===== config.mk =====
export PLATFORM = sky130hd
export DESIGN_NAME = popgen12
export DESIGN_NICKNAME = d
export VERILOG_FILES = /design/src/rtl/popcnt_pkg.sv /design/src/rtl/lsb_index12.sv /design/src/rtl/popgen12.sv
export SDC_FILE = /design/constraint.sdc
export NUM_CORES = 1
export LEC_CHECK = 0
export ABC_CLOCK_PERIOD_IN_PS = 6440
export CAP_MARGIN = 20
export CORE_ASPECT_RATIO = 1.4
export CORE_MARGIN = 5
export CORE_UTILIZATION = 50
export CTS_CLUSTER_DIAMETER = 200
export DETAILED_ROUTE_END_ITERATION = 8
export PLACE_DENSITY = 0.72
export SLEW_MARGIN = 20
export SYNTH_ARGS = -nofsm -noshare
export SYNTH_HDL_FRONTEND = slang
export SYNTH_SLANG_ARGS = --single-unit

===== constraint.sdc =====
create_clock -name clk -period 6.44 [get_ports clk]
set_clock_uncertainty 0.1 [all_clocks]
set_input_delay 1.288 -clock clk [delete_from_list [all_inputs] [get_ports clk]]
set_output_delay 1.288 -clock clk [all_outputs]
set_load 0.005 [all_outputs]

===== src/rtl/popcnt_pkg.sv =====
// Shared definitions for the fixed-weight combination generator:
// vector width, index counter width, FSM states and a mask helper.
package popcnt_pkg;

    localparam int W     = 12;
    localparam int CNT_W = 10;   // C(12,6) = 924 fits in 10 bits

    typedef enum logic {
        IDLE = 1'b0,
        RUN  = 1'b1
    } state_t;

    // Lowest-valued vector of weight k: k ones packed at the bottom.
    function automatic logic [W-1:0] low_mask(input logic [3:0] k);
        logic [W:0] m;
        m = ({{W{1'b0}}, 1'b1} << k) - {{W{1'b0}}, 1'b1};
        return m[W-1:0];
    endfunction

endpackage


===== src/rtl/lsb_index12.sv =====
// 12-bit priority encoder: index of the lowest set bit (count of trailing
// zeros). An all-zero input yields 0; the caller never relies on that case.
module lsb_index12 (
    input  logic [11:0] vec,
    output logic [3:0]  idx
);

    // Scan from the top down so the lowest set bit is the last to win.
    always_comb begin
        // NOTE: default assignment first so no path leaves idx unassigned (no latch).
        idx = 4'd0;
        for (int i = 11; i >= 0; i--) begin
            if (vec[i]) idx = 4'(i);
        end
    end

endmodule


===== src/rtl/popgen12.sv =====
// Enumerates every 12-bit vector of a requested popcount in ascending order,
// one vector per accepted output handshake, using Gosper's next-combination
// step. Invalid weight codes are accepted, flagged on err, and dropped.
module popgen12
    import popcnt_pkg::*;
#(
    parameter int W     = popcnt_pkg::W,
    parameter int CNT_W = popcnt_pkg::CNT_W
) (
    input  logic             clk,
    input  logic             rst_n,
    input  logic             req_valid,
    output logic             req_ready,
    input  logic [W:0]       req_onehot,
    output logic             out_valid,
    input  logic             out_ready,
    output logic [W-1:0]     out_data,
    output logic             out_last,
    output logic [CNT_W-1:0] out_index,
    output logic             err
);

    localparam logic [W:0]       ONE_CODE = 1;
    localparam logic [W-1:0]     ONE_VEC  = 1;
    localparam logic [CNT_W-1:0] ONE_IDX  = 1;

    state_t           state;
    logic [W-1:0]     data;
    logic [3:0]       weight;
    logic [CNT_W-1:0] index;
    logic             err_q;

    logic             code_ok;
    logic [3:0]       code_k;
    logic [W-1:0]     lsb;
    logic [W-1:0]     ripple;
    logic [W-1:0]     next_vec;
    logic [W-1:0]     last_vec;
    logic [3:0]       tz;
    logic             is_last;

    // A code is valid only when exactly one bit is set.
    assign code_ok = (req_onehot != '0) && ((req_onehot & (req_onehot - ONE_CODE)) == '0);

    // One-hot to binary weight; only meaningful when code_ok is set.
    always_comb begin
        code_k = 4'd0;
        for (int i = 0; i <= W; i++) begin
            if (req_onehot[i]) code_k = 4'(i);
        end
    end

    lsb_index12 u_lsb_index (
        .vec (data),
        .idx (tz)
    );

    // Gosper step: isolate lowest one, ripple it upward, then refill the
    // displaced ones at the bottom with shifts instead of a divide.
    assign lsb      = data & (~data + ONE_VEC);
    assign ripple   = data + lsb;
    assign next_vec = (((ripple ^ data) >> 2) >> tz) | ripple;

    // Final vector of the sequence: the k ones packed at the top.
    assign last_vec = low_mask(weight) << (W - int'(weight));
    assign is_last  = (data == last_vec);

    assign req_ready = (state == IDLE);
    assign out_valid = (state == RUN);
    assign out_data  = data;
    assign out_last  = (state == RUN) && is_last;
    assign out_index = index;
    assign err       = err_q;

    // Request acceptance, sequence stepping and err pulse.
    always_ff @(posedge clk or negedge rst_n) begin
        // NOTE: every register, including the vector, is reset so a reset mid-sequence leaves no stale output.
        if (!rst_n) begin
            state  <= IDLE;
            data   <= '0;
            weight <= 4'd0;
            index  <= '0;
            err_q  <= 1'b0;
        end else begin
            // NOTE: non-blocking assignments so every register samples pre-edge values.
            err_q <= 1'b0;
            case (state)
                IDLE: begin
                    if (req_valid) begin
                        if (code_ok) begin
                            state  <= RUN;
                            data   <= low_mask(code_k);
                            weight <= code_k;
                            index  <= '0;
                        end else begin
                            err_q <= 1'b1;
                        end
                    end
                end
                RUN: begin
                    if (out_ready) begin
                        if (is_last) begin
                            state <= IDLE;
                        end else begin
                            data  <= next_vec;
                            index <= index + ONE_IDX;
                        end
                    end
                end
                default: state <= IDLE;
            endcase
        end
    end

endmodule


## Yosys cells after proc, flatten, opt, wreduce, memory -nomap -nowiden

Index checks and enable logic that the tools add are counted.
W data, S select, Z words.

| storage, ports and cells | value |
|---|---|
| register bits | 28 |
| bits of input ports | 17 |
| output and inout port bits | 26 |
| word-level logic and storage cells | 75 |

| operators by class | value |
|---|---|
| add/sub/neg operators | 7 |
| equal/unequal tests | 5 |
| shift-type cells | 4 |
| muxes and demuxes | 42 |
| bitwise logic cells | 6 |
| reduce and logical (&&, ||, !) cells | 6 |

Operator list:

| kind | number |
|---|---|
| $mux W4 | 19 |
| $mux W12 | 4 |
| $mux W10 | 4 |
| $shl A12 B32 Y12 | 1 |
| $pmux W12 S2 | 1 |
| $shl A1 B4 Y12 const A | 2 |
| $sub A12 B1 Y12 const B | 2 |
| $pmux W10 S2 | 1 |
| $and A13 B13 Y13 | 1 |
| $logic_not A13 Y1 | 1 |
| $reduce_bool A13 Y1 | 1 |
| $sub A13 B1 Y13 const B | 1 |
| $add A12 B1 Y12 const B | 1 |
| $add A12 B12 Y12 | 1 |
| $and A12 B12 Y12 | 1 |
| $eq A12 B12 Y1 | 1 |
| $not A12 Y12 | 1 |
| $or A12 B12 Y12 | 1 |
| $shr A10 B4 Y12 | 1 |
| $xor A12 B12 Y12 | 1 |
| $add A10 B1 Y10 const B | 1 |
| $mux W1 | 8 |
| $mux W3 | 2 |
| $ne A2 B2 Y1 const B | 3 |
| 8 further kinds | 10 |

## Logic depth before layout (Yosys ltp)

| logic depth | value |
|---|---|
| depth after elaboration | 17 |
| gate-level depth with buffers | 21 |

## By module

Synthesis repeated with hierarchy kept, for this count alone.

| second synthesis, totals | value |
|---|---|
| cells, all modules | 586 |
| area, all modules | 4,122.7 um^2 |

By module, submodules not included:

| module | instances | cells an instance | area each (um^2) | sequential area each (um^2) |
|---|---|---|---|---|
| popgen12 | 1 | 566 | 4,008.8 | 700.7 |
| lsb_index12 | 1 | 20 | 113.9 | 0.0 |

## Least setup slack after synthesis

Ideal clock, no wire load.

| timing | value |
|---|---|
| path type | register -> output |
| from | register weight[0] |
| to | output out_last |
| arrival time | 4.356 ns |
| setup slack | 0.696 ns |
| stages on the path, launching flop included | 18 |
| path buffers | 3 |
| cell sequence | dfrtp_1 -> buf_2 -> clkinv_1 -> ha_1 -> ha_1 -> clkbuf_1 -> nor2b_1 -> inv_1 -> ha_1 -> buf_2 -> nand2b_1 -> a21oi_1 -> nor3_1 -> and3_1 -> or4_1 -> or4b_1 -> or4_4 -> inv_1 |

| on the way | value |
|---|---|
| longest elaborated chain between the ends | 5 |
| elaborated cells between the ends (all ways) | 6 |

Ends and longest elaborated chain:

| element | line | text |
|---|---|---|
| from (decl) | popgen12.sv:29 | `logic [3:0] weight;` |
| from (signal assigned) | popgen12.sv:93 | `weight <= code_k;` |
| $shl A1 B4 Y12 | popcnt_pkg.sv:16 | `m = ({{W{1'b0}}, 1'b1} << k) - {{W{1'b0}}, 1'b1};` |
| $sub A12 B1 Y12 | popcnt_pkg.sv:16 |  |
| $shl A12 B32 Y12 (*) | popgen12.sv:65 | `assign last_vec = low_mask(weight) << (W - int'(weight));` |
| $eq A12 B12 Y1 (*) | popgen12.sv:66 | `assign is_last = (data == last_vec);` |
| $logic_and A1 B1 Y1 (*) | popgen12.sv:71 | `assign out_last = (state == RUN) && is_last;` |
| to (decl) | popgen12.sv:18 | `output logic out_last,` |

Mark *: on every way between the ends. The rest lies on a longest branch, timed or not.

## Final worst setup path

| timing | value |
|---|---|
| from | register weight[1] |
| to | output out_last |

Same word-level chain as after synthesis.

==> results.md <==
STA:
- The max-slew violation total from the final report is 0.
- Static timing analysis puts the maximum clock frequency at approximately 160 MHz.
- The final period demand of the worst path is around 6.2 ns.
- Setup total negative slack on the finished layout was measured at 0 ns.
- The number of hold-slack violations in the final timing report is 0.
- The worst slew margin relative to its limit is between 40% and 50%.
- Dividing the final minimum period by the clock period gives between 90% and 100%.
- The least setup slack across all paths after layout is ~0.20 ns.
- At the pin with the least slew margin, the transition time is around 0.83 ns.
- Setup violations remaining at the end of the flow were counted as 0.

Worst setup path:
- Among the stages of the critical path, the cell type that occurs most often is sky130_fd_sc_hd__inv_1.
- The critical path goes through inv_1 > ha_2 > ha_1 > nor2b_2 > inv_1 > ha_2 > nand2b_1 > a21oi_4 > nor3_1 > and3_1 > or4_1 > or4b_1 > or4_4 > inv_1 > clkdlybuf4s50_1.
- STA classifies the critical path endpoint as an output port.
- Data arrives at the worst endpoint at slightly below 5 ns.
- Measured in cells, the most critical reg-to-reg path has a length of 15.
- The largest single stage delay on the critical path is about 0.60 ns.
- The most critical setup path has its startpoint at weight[1].
- STA puts the critical path data required time at between 5 and 6 ns.
- Of all nets on the critical path, the largest fanout is 10.
- The slowest stage cell on the critical path is sky130_fd_sc_hd__or4_4.
- The worst setup path is launched from a flop.
- The worst register-to-register path begins at weight[1].
- Following the worst setup path forward leads to its endpoint at out_last.
- In this run the number of cells on the critical path is 15.
- The startpoint-to-endpoint class of the critical path is flop to output port.
- The reg-to-reg endpoint is out_data[1].
- The cell family contributing the most delay on the critical path is simple AND/OR/NAND/NOR gates.
- The reg2reg setup slack is 1.33 ns.
- The buffering stage count on the worst path with inverters included is 4.

Power and ir drop:
- The worst vdd rail ir drop is a little over 0.2 mV.
- For this design the static power due to leakage is about 1.7 nW.
- The power density over the cells is approximately 150 mW/mm^2.

Floorplanning:
- The width of the die is around 85 um.
- The initial utilization of the core area, before any placement, comes to approximately half.
- In this run the vertical extent of the chip is ~120 um.
- The number of primary I/O pins is between 40 and 50.
- The floorplan step defined a core boundary enclosing approximately 0.0077 mm^2.
- The row count is 38.
- The die footprint is about 0.0098 mm^2.

Final layout:
- The fill cell instance count of the final layout is 764.
- The cell area after layout is around 0.0045 mm^2.
- The final layout contains approximately 610 nets.
- The area used by multi-input combinational logic is around 0.0030 mm^2.
- Excluding fillers, the count of instances in the completed layout stands at between 600 and 700.
- The area occupied by registers is around 700 um^2.
- The layout overhead on the synthesized area is 13.7%.
- The post-route netlist has ~6.7% of its cells at a drive strength greater than 1.
- 0 antenna diodes ended up in the layout.

Route:
- In this run, the number of DRC markers left after iteration 0 of detailed routing was 377.
- The number of antenna-violating nets in the routed design is 0.
- Wires add up to between 10000 and 15000 um.
- Detailed routing inserted a total of 4731 vias.
- The first TritonRoute pass finished after 5 iterations.
- In the final routed layout, each cell accounts on average for around 20 um.
- The post-detailed-route DRC marker count is 0.
- The detailed-route vias per instance is just under 7.

Yosys:
- The gate count of the mapped netlist is roughly 560.
- By count the netlist is led by sky130_fd_sc_hd__nand2_1, sky130_fd_sc_hd__a21oi_1, sky130_fd_sc_hd__nor2_1.
- In this run, synthesis produced a sequential element count of 28.
- After synthesis, the cell types taking the most area are sky130_fd_sc_hd__dfrtp_1, sky130_fd_sc_hd__a21oi_1, sky130_fd_sc_hd__nand2_1, sky130_fd_sc_hd__nor2_1, sky130_fd_sc_hd__a211oi_1.
- Counting flops with a built-in enable in the synthesized netlist gives 0.
- The average footprint of a synthesized cell is 7.02 um^2.
- The sequential fraction of the synthesis area is 17.8%.
- The fraction of synthesis flops using an asynchronous set or reset pin is 100%.
- During synthesis, Yosys emitted a total of 0 warnings.
- The most used flip-flop cell after synthesis is sky130_fd_sc_hd__dfrtp_1.
- The area share of the largest cell type after synthesis is 17.8%.
- Summing every instance area after synthesis gives 0.00395 mm^2.
- After synthesis, the netlist uses 76 different library cells.
- Of all cell types, the one taking the most synthesized area is sky130_fd_sc_hd__dfrtp_1.
- Among all cell types in the netlist, the one instantiated most often is sky130_fd_sc_hd__nand2_1.
- The synthesized net count is around 600.

CTS:
- The clock passes through at most 2 buffers.
- The number of CTS-inserted buffers is 3.
- CTS placed an instance of sky130_fd_sc_hd__clkbuf_8 at the clock tree root.
- The worst-skew pair later-pin latency is a little under 0.3 ns.
- Hold repair after CTS inserted 0 buffers.
- TritonCTS built the clock tree.
- Clock-pin slew was measured on the worst setup and hold paths at 0.11 ns.
- The number of H-tree branching levels is 1.
- The total number of clock tree sinks is 28.

Global routing:
- The initial antenna violation count is 0.
- For this run, the total global-route usage over all layers was measured as 27.3%.
- The number of global-route vias before repair is ~4500.
- The global-route wire length before repair is 21900 um.
- The total overflow left after global routing is 0.
- The largest net degree at the start of global routing is 40.

Placed design:
- The count of input and output buffers is 42.
- At the end of routability-driven placement, the weighted congestion stood at roughly 1.0.
- The number of placed instances with taps included is 676.
- The worst slack at placement is about 0.23 ns.
- Summing all placed instances gives a cell area of approximately 0.0044 mm^2.
- The final HPWL from detailed placement is 10300 um.

Status:
- The flow ran to the end, and the final reports show no timing, DRC or antenna violations.

Worst hold path:
- The tightest min-delay check is of the flop to flop type.
- The hold path startpoint is weight[1].

Run:
- Max-cap violations in this run came to 0.
flip-flops by register name (all words and copies together) (netlist names):
| register | count |
|---|---|
| out_data | 12 |
| weight | 4 |
| err | 1 |
| out_valid | 1 |
| out_index | 10 |
per-layer routing:
metal	up-vias	routed length (um)	track usage, %	part of all wire, %
met4	0	514	12.8	3.8
met5	-	0	0	0
met2	239	7010	49.8	52
met1	2224	5110	31.4	38
met3	51	940	3.01	6.9
li1	2217	-	-	-
power by group:
part | internal, W | switching [W] | total, W
Combinational | 0.000119 | 0.000170 | 0.000289
Clock | 0.0000835 | 0.0000613 | 0.000145
Sequential | 0.000187 | 0.0000438 | 0.000230
tightest hold or removal path, stage by stage, from the launching register on:
cell and delay (ns):
sky130_fd_sc_hd__dfrtp_2 0.43, sky130_fd_sc_hd__nand2_1 0.06, sky130_fd_sc_hd__o31ai_1 0.06
worst min path at each step:
| stage | depth (start not counted) | to | slack [ns] |
|---|---|---|---|
| floorplan | 2 | out_index[1] | 0.44 |
| global route | 2 | out_index[8] | 0.50 |
| finish | 2 | weight[1] | 0.47 |
| global placement | 2 | out_index[9] | 0.44 |
| detailed placement | 2 | out_index[1] | 0.46 |
| CTS | 2 | out_index[5] | 0.48 |
layout make-up:
cell class	instances	share of cell area [%]
inverters	24	2.01
clock inverters	1	0.669
well taps	100	2.79
repair buffers	57	11.9
multi-input cells	467	66.1
flip-flops and latches	28	15.6
clock buffers	3	0.921
per-stage QoR:
stage | power, W | hold WS, ns | util, %
after CTS | 0.000661 | 0.481 | 57.7
after floorplan | 0.000419 | 0.436 | -
final | 0.000664 | 0.473 | 57.9
after global placement | 0.000514 | 0.436 | 56.7
after global routing | 0.000704 | 0.503 | 57.9
after detailed placement | 0.000514 | 0.457 | 56.7
placed cells by master, fill, tap and decap left out, drive strengths merged, types with 8 or more instances in the layout:
cell            n
a211o           8
a211oi         16
nand2          63
clkdlybuf4s50  42
a21oi          49
o21ai          25
ha              9
nand3          20
o211ai         16
inv            23
nand4           9
or4            16
nand2b         16
nor3           20
o31ai          15
a31oi           9
dfrtp          28
nor4           12
buf            15
nor2b           8
nor2           43
cells by family after synthesis:
kind of cell | share of synthesized area [%]
AO/OA/AOI/OAI | 35.6
XOR/XNOR | 1.33
buffers and inverters | 7.61
adder cells (fa/ha/maj) | 3.11
flip-flops | 17.8
multiplexers | 2.70
AND/OR/NAND/NOR | 31.9
what timing repair did:
action / 4_1_cts / 5_1_grt
resized for setup: 2 / 5
buffers inserted: 0 / 0
cloned: 0 / 0
setup endpoints to repair: 1 / 1
hold endpoints to repair: 0 / 0
Power figures use the tool's default switching activity.
